**src/rtl/sub_pkg.sv**
```systemverilog
// Shared constants for the bit-serial subtractor: FSM state encoding and default width.
package sub_pkg;

  localparam int unsigned DEFAULT_WIDTH = 8;

  typedef enum logic [1:0] {
    IDLE = 2'd0,
    RUN  = 2'd1,
    DONE = 2'd2
  } sub_state_e;

endpackage : sub_pkg

```
**src/rtl/full_subtractor.sv**
```systemverilog
// Combinational one-bit full subtractor: d = a - b - bin, bout = borrow out.
module full_subtractor (
  input  logic a,
  input  logic b,
  input  logic bin,
  output logic d,
  output logic bout
);

  assign d    = a ^ b ^ bin;
  assign bout = (~a & b) | (~a & bin) | (b & bin);

endmodule : full_subtractor

```
**src/rtl/serial_subtractor.sv**
```systemverilog
// Bit-serial LSB-first subtractor, Diff = A - B - Bin over WIDTH cycles with start/done handshake.
// Optional signed-overflow output `ovf` is built when OVERFLOW_EN is defined.
module serial_subtractor
  import sub_pkg::*;
#(
  parameter int unsigned WIDTH = DEFAULT_WIDTH
) (
  input  logic             clk,
  input  logic             rst,
  input  logic             start,
  input  logic [WIDTH-1:0] A,
  input  logic [WIDTH-1:0] B,
  input  logic             Bin,
  output logic             busy,
  output logic             done,
  output logic [WIDTH-1:0] Diff,
`ifdef OVERFLOW_EN
  output logic             ovf,
`endif
  output logic             Bout
);

  localparam int unsigned CW = $clog2(WIDTH) + 1;

  sub_state_e       state_q;
  logic [WIDTH-1:0] a_q;
  logic [WIDTH-1:0] b_q;
  logic [WIDTH-1:0] diff_q;
  logic [CW-1:0]    cnt_q;
  logic             br_q;
  logic             busy_q;
  logic             done_q;
  logic             bout_q;
  logic             bit_d_c;
  logic             bit_bout_c;
`ifdef OVERFLOW_EN
  logic             a_msb_q;
  logic             b_msb_q;
  logic             ovf_q;
`endif

  full_subtractor u_cell (
    .a    (a_q[0]),
    .b    (b_q[0]),
    .bin  (br_q),
    .d    (bit_d_c),
    .bout (bit_bout_c)
  );

  // Control FSM and datapath; diff_q doubles as the visible result register.
  always_ff @(posedge clk or posedge rst) begin
    if (rst) begin
      state_q <= IDLE;
      a_q     <= '0;
      b_q     <= '0;
      diff_q  <= '0;
      cnt_q   <= '0;
      br_q    <= 1'b0;
      busy_q  <= 1'b0;
      done_q  <= 1'b0;
      bout_q  <= 1'b0;
`ifdef OVERFLOW_EN
      a_msb_q <= 1'b0;
      b_msb_q <= 1'b0;
      ovf_q   <= 1'b0;
`endif
    end else begin
      case (state_q)
        IDLE: begin
          if (start) begin
            a_q     <= A;
            b_q     <= B;
            br_q    <= Bin;
            cnt_q   <= '0;
            busy_q  <= 1'b1;
            state_q <= RUN;
`ifdef OVERFLOW_EN
            a_msb_q <= A[WIDTH-1];
            b_msb_q <= B[WIDTH-1];
`endif
          end
        end
        RUN: begin
          if (cnt_q != CW'(WIDTH)) begin
            a_q    <= a_q >> 1;
            b_q    <= b_q >> 1;
            diff_q <= {bit_d_c, diff_q[WIDTH-1:1]};
            br_q   <= bit_bout_c;
            cnt_q  <= cnt_q + CW'(1);
          end else begin
            // All bits processed: publish borrow and pulse done on the same edge.
            bout_q  <= br_q;
            done_q  <= 1'b1;
            state_q <= DONE;
`ifdef OVERFLOW_EN
            ovf_q   <= (a_msb_q ^ b_msb_q) & (a_msb_q ^ diff_q[WIDTH-1]);
`endif
          end
        end
        DONE: begin
          done_q  <= 1'b0;
          busy_q  <= 1'b0;
          state_q <= IDLE;
        end
        default: begin
          done_q  <= 1'b0;
          busy_q  <= 1'b0;
          state_q <= IDLE;
        end
      endcase
    end
  end

  assign busy = busy_q;
  assign done = done_q;
  assign Diff = diff_q;
  assign Bout = bout_q;
`ifdef OVERFLOW_EN
  assign ovf  = ovf_q;
`endif

endmodule : serial_subtractor

```
**config.mk**
```make
export PLATFORM = sky130hd
export DESIGN_NAME = serial_subtractor
export DESIGN_NICKNAME = d
export VERILOG_FILES = /design/src/rtl/sub_pkg.sv /design/src/rtl/full_subtractor.sv /design/src/rtl/serial_subtractor.sv
export SDC_FILE = /design/constraint.sdc
export NUM_CORES = 1
export LEC_CHECK = 0
export BUFFER_PORTS_ARGS = -buffer_cell sky130_fd_sc_hd__clkbuf_2
export CORE_UTILIZATION = 37
export DETAILED_ROUTE_END_ITERATION = 10
export PLACE_DENSITY = 0.54
export SETUP_SLACK_MARGIN = 0.02
export SYNTH_ARGS = -nofsm -noshare
export SYNTH_HDL_FRONTEND = slang
export SYNTH_SLANG_ARGS = --single-unit
```
**constraint.sdc**
```tcl
create_clock -name clk -period 2.1 [get_ports clk]
set_clock_uncertainty 0.15 [all_clocks]
set_input_delay 0.21 -clock clk [delete_from_list [all_inputs] [get_ports clk]]
set_output_delay 0.21 -clock clk [all_outputs]
set_load 0.01 [all_outputs]
```
== After elaboration in Yosys (flattened, before gate mapping) ==
Cells that the tools add are included.

* Bits in registers: 34
* Input port bits: 20
* Word-level logic and storage cells: 53

* Bitwise operators: 11
* Multiplexer cells: 19
* Eq/ne operators: 5
* Add/subtract/negate cells: 1
* Reduce and logical (&&, ||, !) cells: 8

{| class="wikitable"
|+ Operators by type and width
! kind !! count
|-
| $mux W8 || 4
|-
| $pmux W8 S2 || 2
|-
| $reduce_and A2 Y1 || 5
|-
| $mux W4 || 2
|-
| $pmux W4 S2 || 1
|-
| $ne A2 B2 Y1 const B || 3
|-
| $pmux W1 S2 || 3
|-
| $add A4 B1 Y4 const B || 1
|-
| $mux W1 || 4
|-
| $mux W2 || 2
|-
| $ne A4 B4 Y1 const B || 1
|-
| $not A1 Y1 || 4
|-
| $pmux W2 S2 || 1
|-
| $and A1 B1 Y1 || 3
|-
| $reduce_and A3 Y1 || 1
|-
| $eq A2 B1 Y1 const B || 1
|-
| $logic_not A2 Y1 || 1
|-
| $or A1 B1 Y1 || 2
|-
| $reduce_bool A2 Y1 || 1
|-
| $xor A1 B1 Y1 || 2
|}

== Depth between registers and ports, before layout ==
Gate-level depths: netlist of the first run.

* Depth after elaboration: 6
* Mapped depth: 6

== Hierarchy ==
Synthesis of the first run repeated with hierarchy kept, for this count alone.

* Cell total of the unflattened synthesis: 112
* Area total of the unflattened synthesis: 1692.9 um^2

{| class="wikitable"
|+ Modules (own cells, without submodules)
! module !! area each (um^2) !! seq. area each (um^2) !! cells each !! times used
|-
| serial_subtractor || 1665.3 || 850.8 || 109 || 1
|-
| full_subtractor || 27.5 || 0.0 || 3 || 1
|}

== Least setup slack after synthesis of the first run ==
No wires, ideal clock.

* Path type: register to register
* Start point: reg cnt_q[0]
* End point: reg a_q[2]
* Clock period less this slack: 1.826 ns
* Arrival: 1.551 ns
* Stages on the path, launching flop included: 7
* Library setup time: 0.125 ns
* Path slack: 0.274 ns
* Cells stage by stage: dfrtp_1 inv_1 ha_1 and3b_1 a21oi_1 buf_4 mux2_2

* Word-level cells in the longest chain between the ends: 3

{| class="wikitable"
|+ Ends and longest elaborated chain
! element !! line !! source
|-
| start, declared || serial_subtractor.sv:29 || <nowiki>logic [CW-1:0] cnt_q;</nowiki>
|-
| start signal, assigned || serial_subtractor.sv:89 || <nowiki>cnt_q <= cnt_q + CW'(1);</nowiki>
|-
| $ne A4 B4 Y1 || serial_subtractor.sv:84 || <nowiki>if (cnt_q != CW'(WIDTH)) begin</nowiki>
|-
| $ne A2 B2 Y1 (no line) || - ||
|-
| $reduce_and A3 Y1 (no line) || - ||
|-
| end signal, assigned || serial_subtractor.sv:85 || <nowiki>a_q <= a_q >> 1;</nowiki>
|-
| end, declared || serial_subtractor.sv:26 || <nowiki>logic [WIDTH-1:0] a_q;</nowiki>
|}

No other way between the ends.
A chain may end at the register's enable or synchronous reset.

== Final worst setup path of the first run ==
* Start point: reg cnt_q[0]
* End point: reg diff_q[6] (netlist: Diff[6])

* Word-level cells in the longest chain between the ends: 2

{| class="wikitable"
|+ Ends and longest elaborated chain
! element !! line !! source
|-
| $ne A4 B4 Y1 || serial_subtractor.sv:84 ||
|-
| $reduce_and A2 Y1 (no line) || - ||
|-
| end signal, assigned || serial_subtractor.sv:87 || <nowiki>diff_q <= {bit_d_c, diff_q[WIDTH-1:1]};</nowiki>
|-
| end, declared || serial_subtractor.sv:28 || <nowiki>logic [WIDTH-1:0] diff_q;</nowiki>
|}

No other way between the ends.

==> key figures, run 1 <==
Floorplanning
  • Num rows: 23
  • Die Ht: 68.2 microns
  • Initial Util: 0.394
  • Core box area: 4120 sq um
  • Die extent in x: between 60 and 70 microns
  • Full die area: 4650 sq um
  • IO Count: 31

Timing
  • RSZ-0062 raised after global routing: no
  • Max-slew violation count: 0
  • Relative slew slack: 0.695
  • Fin. Hold Viols: 0
  • Fin crit period: 1.96 ns
  • Worst slew pin tran: 0.458 ns
  • TNS Setup: 0 ns
  • Final setup viols: 0
  • Final period util: 0.932
  • Max Clk Rate: about 500 MHz

Critical path
  • Kind of critical path: flop to flop
  • R2r worst-path depth: 5
  • Delay of the slowest critical-path stage: between 0.4 and 0.5 ns
  • CP Launch Type: flop
  • Arr. time, crit path: 1.97 ns
  • Critical Path Sink Type: flop
  • Crit-path max FO: 9
  • Crit-path slowest cell: or2_1
  • Crit-path cells: inv_1 -> ha_1 -> and3b_1 -> or2_1 -> mux2_2
  • CP required: ~2.1 ns

CTS
  • Root Buffer: clkbuf_8
  • TritonCTS Buffers: 5
  • Clock Sink Count: 34
  • Clock Path Buffers: 2
  • # H-tree levels: 2
  • Worst-path clk slew: 0.06 ns
  • CTS tree: yes
  • Worst skew pair latency: 0.27 ns
  • Post-cts sizing count: 0

GRT
  • Routing usage on met1: 0.161
  • First-pass GRT wire length: 4280 microns
  • GR Overflow Total: 0
  • Vias in the first global route: around 950
  • M2 GR Usage: 0.200
  • Met3 global-route usage: 0.0400
  • Grt peak-use layer: met2
  • Initial antenna violation count: 0
  • Largest net degree at the start of global routing: 35
  • All-Layer GR Usage: 0.129

Place
  • HPWL Detailed: 1910 microns
  • GP Congestion: 0.778
  • IO buf count: 30
  • Placed insts: just under 200

Synthesis
  • Mapped Cells: 114
  • Post-synthesis instance area: between 1500 and 2000 sq um
  • Synthesis warning total: 0
  • Top-area cell type share of the netlist area: 0.524
  • Post-synthesis sequential area ratio: 0.524
  • Dominant cell type by area after synthesis: dfrtp_1
  • Largest cells by area after synthesis: dfrtp_1 (52%), mux2_2 (15%), mux2_4 (13%), mux2i_1 (3.7%), inv_1 (1.9%)
  • Synthesized area per cell: 14.2 sq um
  • Syn Nets: 137
  • Yosys reg bits: 34
  • Unique masters post-synth: 24

Layout
  • Non-filler instance count after layout: 203
  • Total Nets Final: 176
  • Layout cells sized above 1: 0.503
  • Ant. Diodes: 0
  • Util after Layout: 0.473
  • Area Overhead vs Synth: 19.9%
  • Most frequent cells in the layout: dfrtp_1 (34), clkbuf_2 (30), mux2_2 (22)
  • Leading cell type in the layout, fill and taps excluded: dfrtp_1

Power and ir drop
  • Maximum vdd drop: a little over 0.5 mV
  • P_leak: 0.979 nW
  • PD cells: 1530 nW/um^2

Route
  • Initial DRT Pass Iterations: 4
  • DRC viols: 0
  • Starting DRT DRC Count: 37
  • Antenna Nets Post-Route: 0
  • Vias: about 950
  • Number of vias per cell: 4.68
  • Routed WL per cell: 13.0 microns
  • WL final: between 2000 and 3000 microns

Hold path
  • Worst hold path class: input port to flop
  • Hold Path Stages: 3

Outcome
  • Outcome: finished clean

Run
  • Max-Cap Viols: 0
## stage by stage
stage	setup WS (ns)	cell area, sq um	total power (W)	hold slack [ns]
finish	0.144	1950	0.00298	0.0116
global route	0.0346	1950	0.00321	0.00854
CTS	0.132	1950	0.00304	0.00351
detailed placement	0.148	1850	0.00259	0.166
global placement	0.206	1850	0.00253	0.156
floorplan	0.274	1620	0.00225	0.197
## critical path, delay by kind of cell, from the launching register on
family	cells	cell delay (ns)
buffers and inverters	1	0.10
flip-flops	1	0.40
adder cells (fa/ha/maj)	1	0.14
multiplexers	1	0.38
AND/OR/NAND/NOR	2	0.66
## cell families (layout without fill, tap and decap cells)
group	after synthesis	count (layout)	synth area share
DFF	34	34	0.524
buffers and inverters	13	52	0.0509
muxes	42	42	0.319
AOI/OAI and AO/OA	9	9	0.0301
xor gates and xnor gates	1	1	0.00540
adders and majority gates	3	3	0.0278
and+or+nand+nor	12	12	0.0424
## worst paths after layout
path,start,end,slack [ns]
worst max register to register,cnt_q[0],Diff[6],0.14
min in group asynchronous,rst,Diff[0],0.40
worst max-delay path,cnt_q[0],Diff[6],0.14
max in group asynchronous,rst,b_q[6],1.09
worst min register to register,busy,busy,0.35
worst min-delay path,A[7],a_q[7],0.01
## per-layer routing
| metal | share of wire | vias up |
|---|---|---|
| met5 | 0 | - |
| met4 | 0.016 | 0 |
| met3 | 0.048 | 5 |
| met2 | 0.47 | 27 |
| met1 | 0.46 | 448 |
| li1 | - | 471 |
## cells in the mapped netlist
cell type,number
buf_6,2
o22ai_1,1
xnor2_1,1
mux2_4,14
inv_1,8
o21bai_1,1
o21ai_0,4
nor2b_1,1
mux2i_1,6
nand2_1,2
or2_1,1
and3b_1,1
buf_4,2
nand3_1,1
fa_1,1
nor2_1,2
nand2b_1,2
ha_1,2
nand3b_1,1
buf_8,1
dfrtp_1,34
mux2_2,22
nor3b_1,1
a21oi_1,3
## sequential cells by signal, summed over array words and instances (netlist names)
name,count
busy,1
br_q,1
Bout,1
Diff,8
cnt_q,4
state_q,2
done,1
b_q,8
a_q,8
## layout make-up
class	instances	area, sq um
timing repair buffer	37	233
tap	50	62.6
inverter	8	30.0
sequential	34	851
clock buffer	7	76.3
fill	377	2170
multi-input combinational	67	693
## where the power goes
part | total [W] | internal (W) | switching, W | leakage, nW
combinational | 0.00139 | 0.000853 | 0.000533 | 0.521
clock | 0.000432 | 0.000228 | 0.000204 | 0.0383
sequential | 0.00117 | 0.000967 | 0.000198 | 0.420
total | 0.00298 | 0.00205 | 0.000935 | 0.979
## what timing repair did
item | in CTS | in global routing
setup buffers | 0 | 0
endpoints found under the hold margin | 35 | 0
hold buffers | 2 | 0
Note: power is estimated with default switching activity, not from simulation.
==> run 2, diff against run 1 <==
==> constraint.sdc (replaced) <==
create_clock -name clk -period 2.3 [get_ports clk]
set_clock_uncertainty 0.15 [all_clocks]
set_input_delay 0.23 -clock clk [delete_from_list [all_inputs] [get_ports clk]]
set_output_delay 0.23 -clock clk [all_outputs]
set_load 0.01 [all_outputs]
==> key figures, run 2 (same netlist as run 1, synthesis figures left out) <==
Critical path
  • Worst R2R End: Diff[6] (unchanged)
  • Crit-path max FO: 11 (was 9)
  • Crit-path slowest cell: or2_1 (unchanged)
  • CP Capture Point: Diff[6] (unchanged)
  • Critical Path Sink Type: flop (unchanged)
  • CP required: 2.31 ns (was 2.11 ns)
  • Crit-path cells: inv_1 -> ha_1 -> and3b_1 -> or2_1 -> mux2_2 (unchanged)
  • CP Launch Type: flop (unchanged)
  • Arr. time, crit path: 2.05 ns (was 1.97 ns)
  • Kind of critical path: flop to flop (unchanged)
  • RR Startpoint: cnt_q[0] (unchanged)
  • R2r worst-path depth: 5 (unchanged)
  • Delay of the slowest critical-path stage: 0.46 ns (was 0.42 ns)
  • Crit path from: cnt_q[0] (unchanged)
  • R2r setup slk: 0.26 ns (was 0.14 ns)

Timing
  • TNS Setup: 0 ns (unchanged)
  • Max Clk Rate: 491 MHz (was 511 MHz)
  • Fin. Hold Viols: 0 (unchanged)
  • Max-slew violation count: 0 (unchanged)
  • Final setup viols: 0 (unchanged)
  • RSZ-0062 raised after global routing: no (unchanged)
  • Final period util: 0.886 (was 0.932)
  • Fin crit period: 2.04 ns (was 1.96 ns)
  • Worst slew pin tran: 0.512 ns (was 0.458 ns)
  • Worst Slack Setup Final: 0.263 ns (was 0.144 ns)
  • Relative slew slack: 0.658 (was 0.695)

CTS
  • Clock Sink Count: 34 (unchanged)
  • CTS Hold Bufs: 1 (was 2)
  • Worst skew pair latency: 0.28 ns (was 0.27 ns)
  • Root Buffer: clkbuf_8 (unchanged)
  • Worst-path clk slew: 0.06 ns (about the same)
  • CTS tree: yes (unchanged)
  • Post-cts sizing count: 0 (unchanged)
  • Clock Path Buffers: 2 (unchanged)
  • # H-tree levels: 2 (unchanged)
  • Postcts setup bufs: 0 (unchanged)
  • TritonCTS Buffers: 5 (unchanged)

Route
  • Vias: 982 (was 951)
  • DRC viols: 0 (unchanged)
  • Routed WL per cell: 13.8 microns (was 13.0 microns)
  • Initial DRT Pass Iterations: 2 (was 4)
  • WL final: 2750 microns (was 2640 microns)
  • Starting DRT DRC Count: 40 (was 37)
  • Number of vias per cell: 4.93 (was 4.68)
  • Antenna Nets Post-Route: 0 (unchanged)

Outcome
  • Outcome: finished clean (unchanged)

Layout
  • Ant. Diodes: 0 (unchanged)
  • Layout cells sized above 1: 0.510 (was 0.503)
  • Filler cells: 393 (was 377)
  • Non-filler instance count after layout: 199 (was 203)
  • Final instance area: 1910 sq um (was 1950 sq um)
  • Leading cell type in the layout, fill and taps excluded: dfrtp_1 (unchanged)
  • Total Nets Final: 173 (was 176)
  • Most frequent cells in the layout: dfrtp_1 (34), clkbuf_2 (30), mux2_2 (22) (unchanged)
  • Area Overhead vs Synth: 18.0% (was 19.9%)

GRT
  • Initial antenna violation count: 0 (unchanged)
  • Routing usage on met1: 0.157 (was 0.161)
  • GR Overflow Total: 0 (unchanged)
  • All-Layer GR Usage: 0.141 (was 0.129)
  • First-pass GRT wire length: 4650 microns (was 4280 microns)
  • Vias in the first global route: 1056 (was 953)
  • Grt peak-use layer: met2 (unchanged)
  • Met3 global-route usage: 0.0433 (was 0.0400)
  • M2 GR Usage: 0.238 (was 0.200)
  • Largest net degree at the start of global routing: 35 (unchanged)

Place
  • Placed instance area: 1820 sq um (was 1850 sq um)
  • HPWL Detailed: 1910 microns (about the same)
  • DP Worst Slack: 0.252 ns (was 0.148 ns)
  • GP Congestion: 0.754 (was 0.778)
  • IO buf count: 30 (unchanged)
  • Placed insts: 192 (was 194)

Power and ir drop
  • PD cells: 1420 nW/um^2 (was 1530 nW/um^2)
  • P_leak: 0.967 nW (was 0.979 nW)
  • Maximum vdd drop: 0.402 mV (was 0.517 mV)
  • PnR Total Power: 0.00271 W (was 0.00298 W)

Floorplanning
  • Num rows: 23 (unchanged)
  • Full die area: 4650 sq um (unchanged)
  • IO Count: 31 (unchanged)
  • Initial Util: 0.394 (unchanged)
  • Die Ht: 68.2 microns (unchanged)
  • Die extent in x: 68.2 microns (unchanged)
  • Core box area: 4120 sq um (unchanged)

Run
  • Max-Cap Viols: 0 (unchanged)

Hold path
  • Worst hold path class: input port to flop (unchanged)
[run 2: cell count changes in the layout (fill, tap and decap cells not counted), sizes merged]
| cell | before | now |
|---|---|---|
| buf | 5 | 3 |
| clkbuf | 37 | 36 |
| dlygate4sd3 | 2 | 1 |
[run 2: area by class of cell]
cell class,count,area (sq um),area share
Sequential cell,34,851,0.444
Multi-Input combinational cell,67,693,0.362
Timing Repair Buffer,34,195,0.102
Clock buffer,6,82.6,0.0431
Tap cell,50,62.6,0.0327
Inverter,8,30.0,0.0157
[run 2: how the worst min path moves through the flow]
stage / end / slack [ns] / cells past startpoint / start
after floorplan: Bout / 0.22 / 1 / rst
after global placement: a_q[2] / 0.18 / 3 / rst
after detailed placement: Diff[0] / 0.19 / 3 / rst
after CTS: a_q[7] / 0.02 / 3 / A[7]
after global routing: b_q[7] / 0.05 / 3 / B[7]
final: a_q[7] / 0.03 / 3 / A[7]
[run 2: report_power, final]
group / internal (W) / switching (W)
combinational: 0.000738 / 0.000481
sequential: 0.000883 / 0.000179
clock: 0.000231 / 0.000198
[run 2: per-stage QoR]
step	utilization	hold WS [ns]
6_report	0.465	0.0253
5_1_grt	0.465	0.0471
4_1_cts	0.465	0.0175
3_5_place_dp	0.443	0.185
3_3_place_gp	0.443	0.175
2_1_floorplan	-	0.217
[run 2: metal layers]
metal  up-vias  part of all wire
li1        461                 -
met1       494              0.44
met2        22              0.50
met3         5             0.043
met4         0             0.017
met5         -                 0
[run 2: worst max-delay path, delay by kind of cell, from the launching register on]
kind	cells	cell delay, ns
adders and majority gates	1	0.16
buffers and inverters	1	0.10
DFF	1	0.40
muxes	1	0.39
and+or+nand+nor	2	0.73
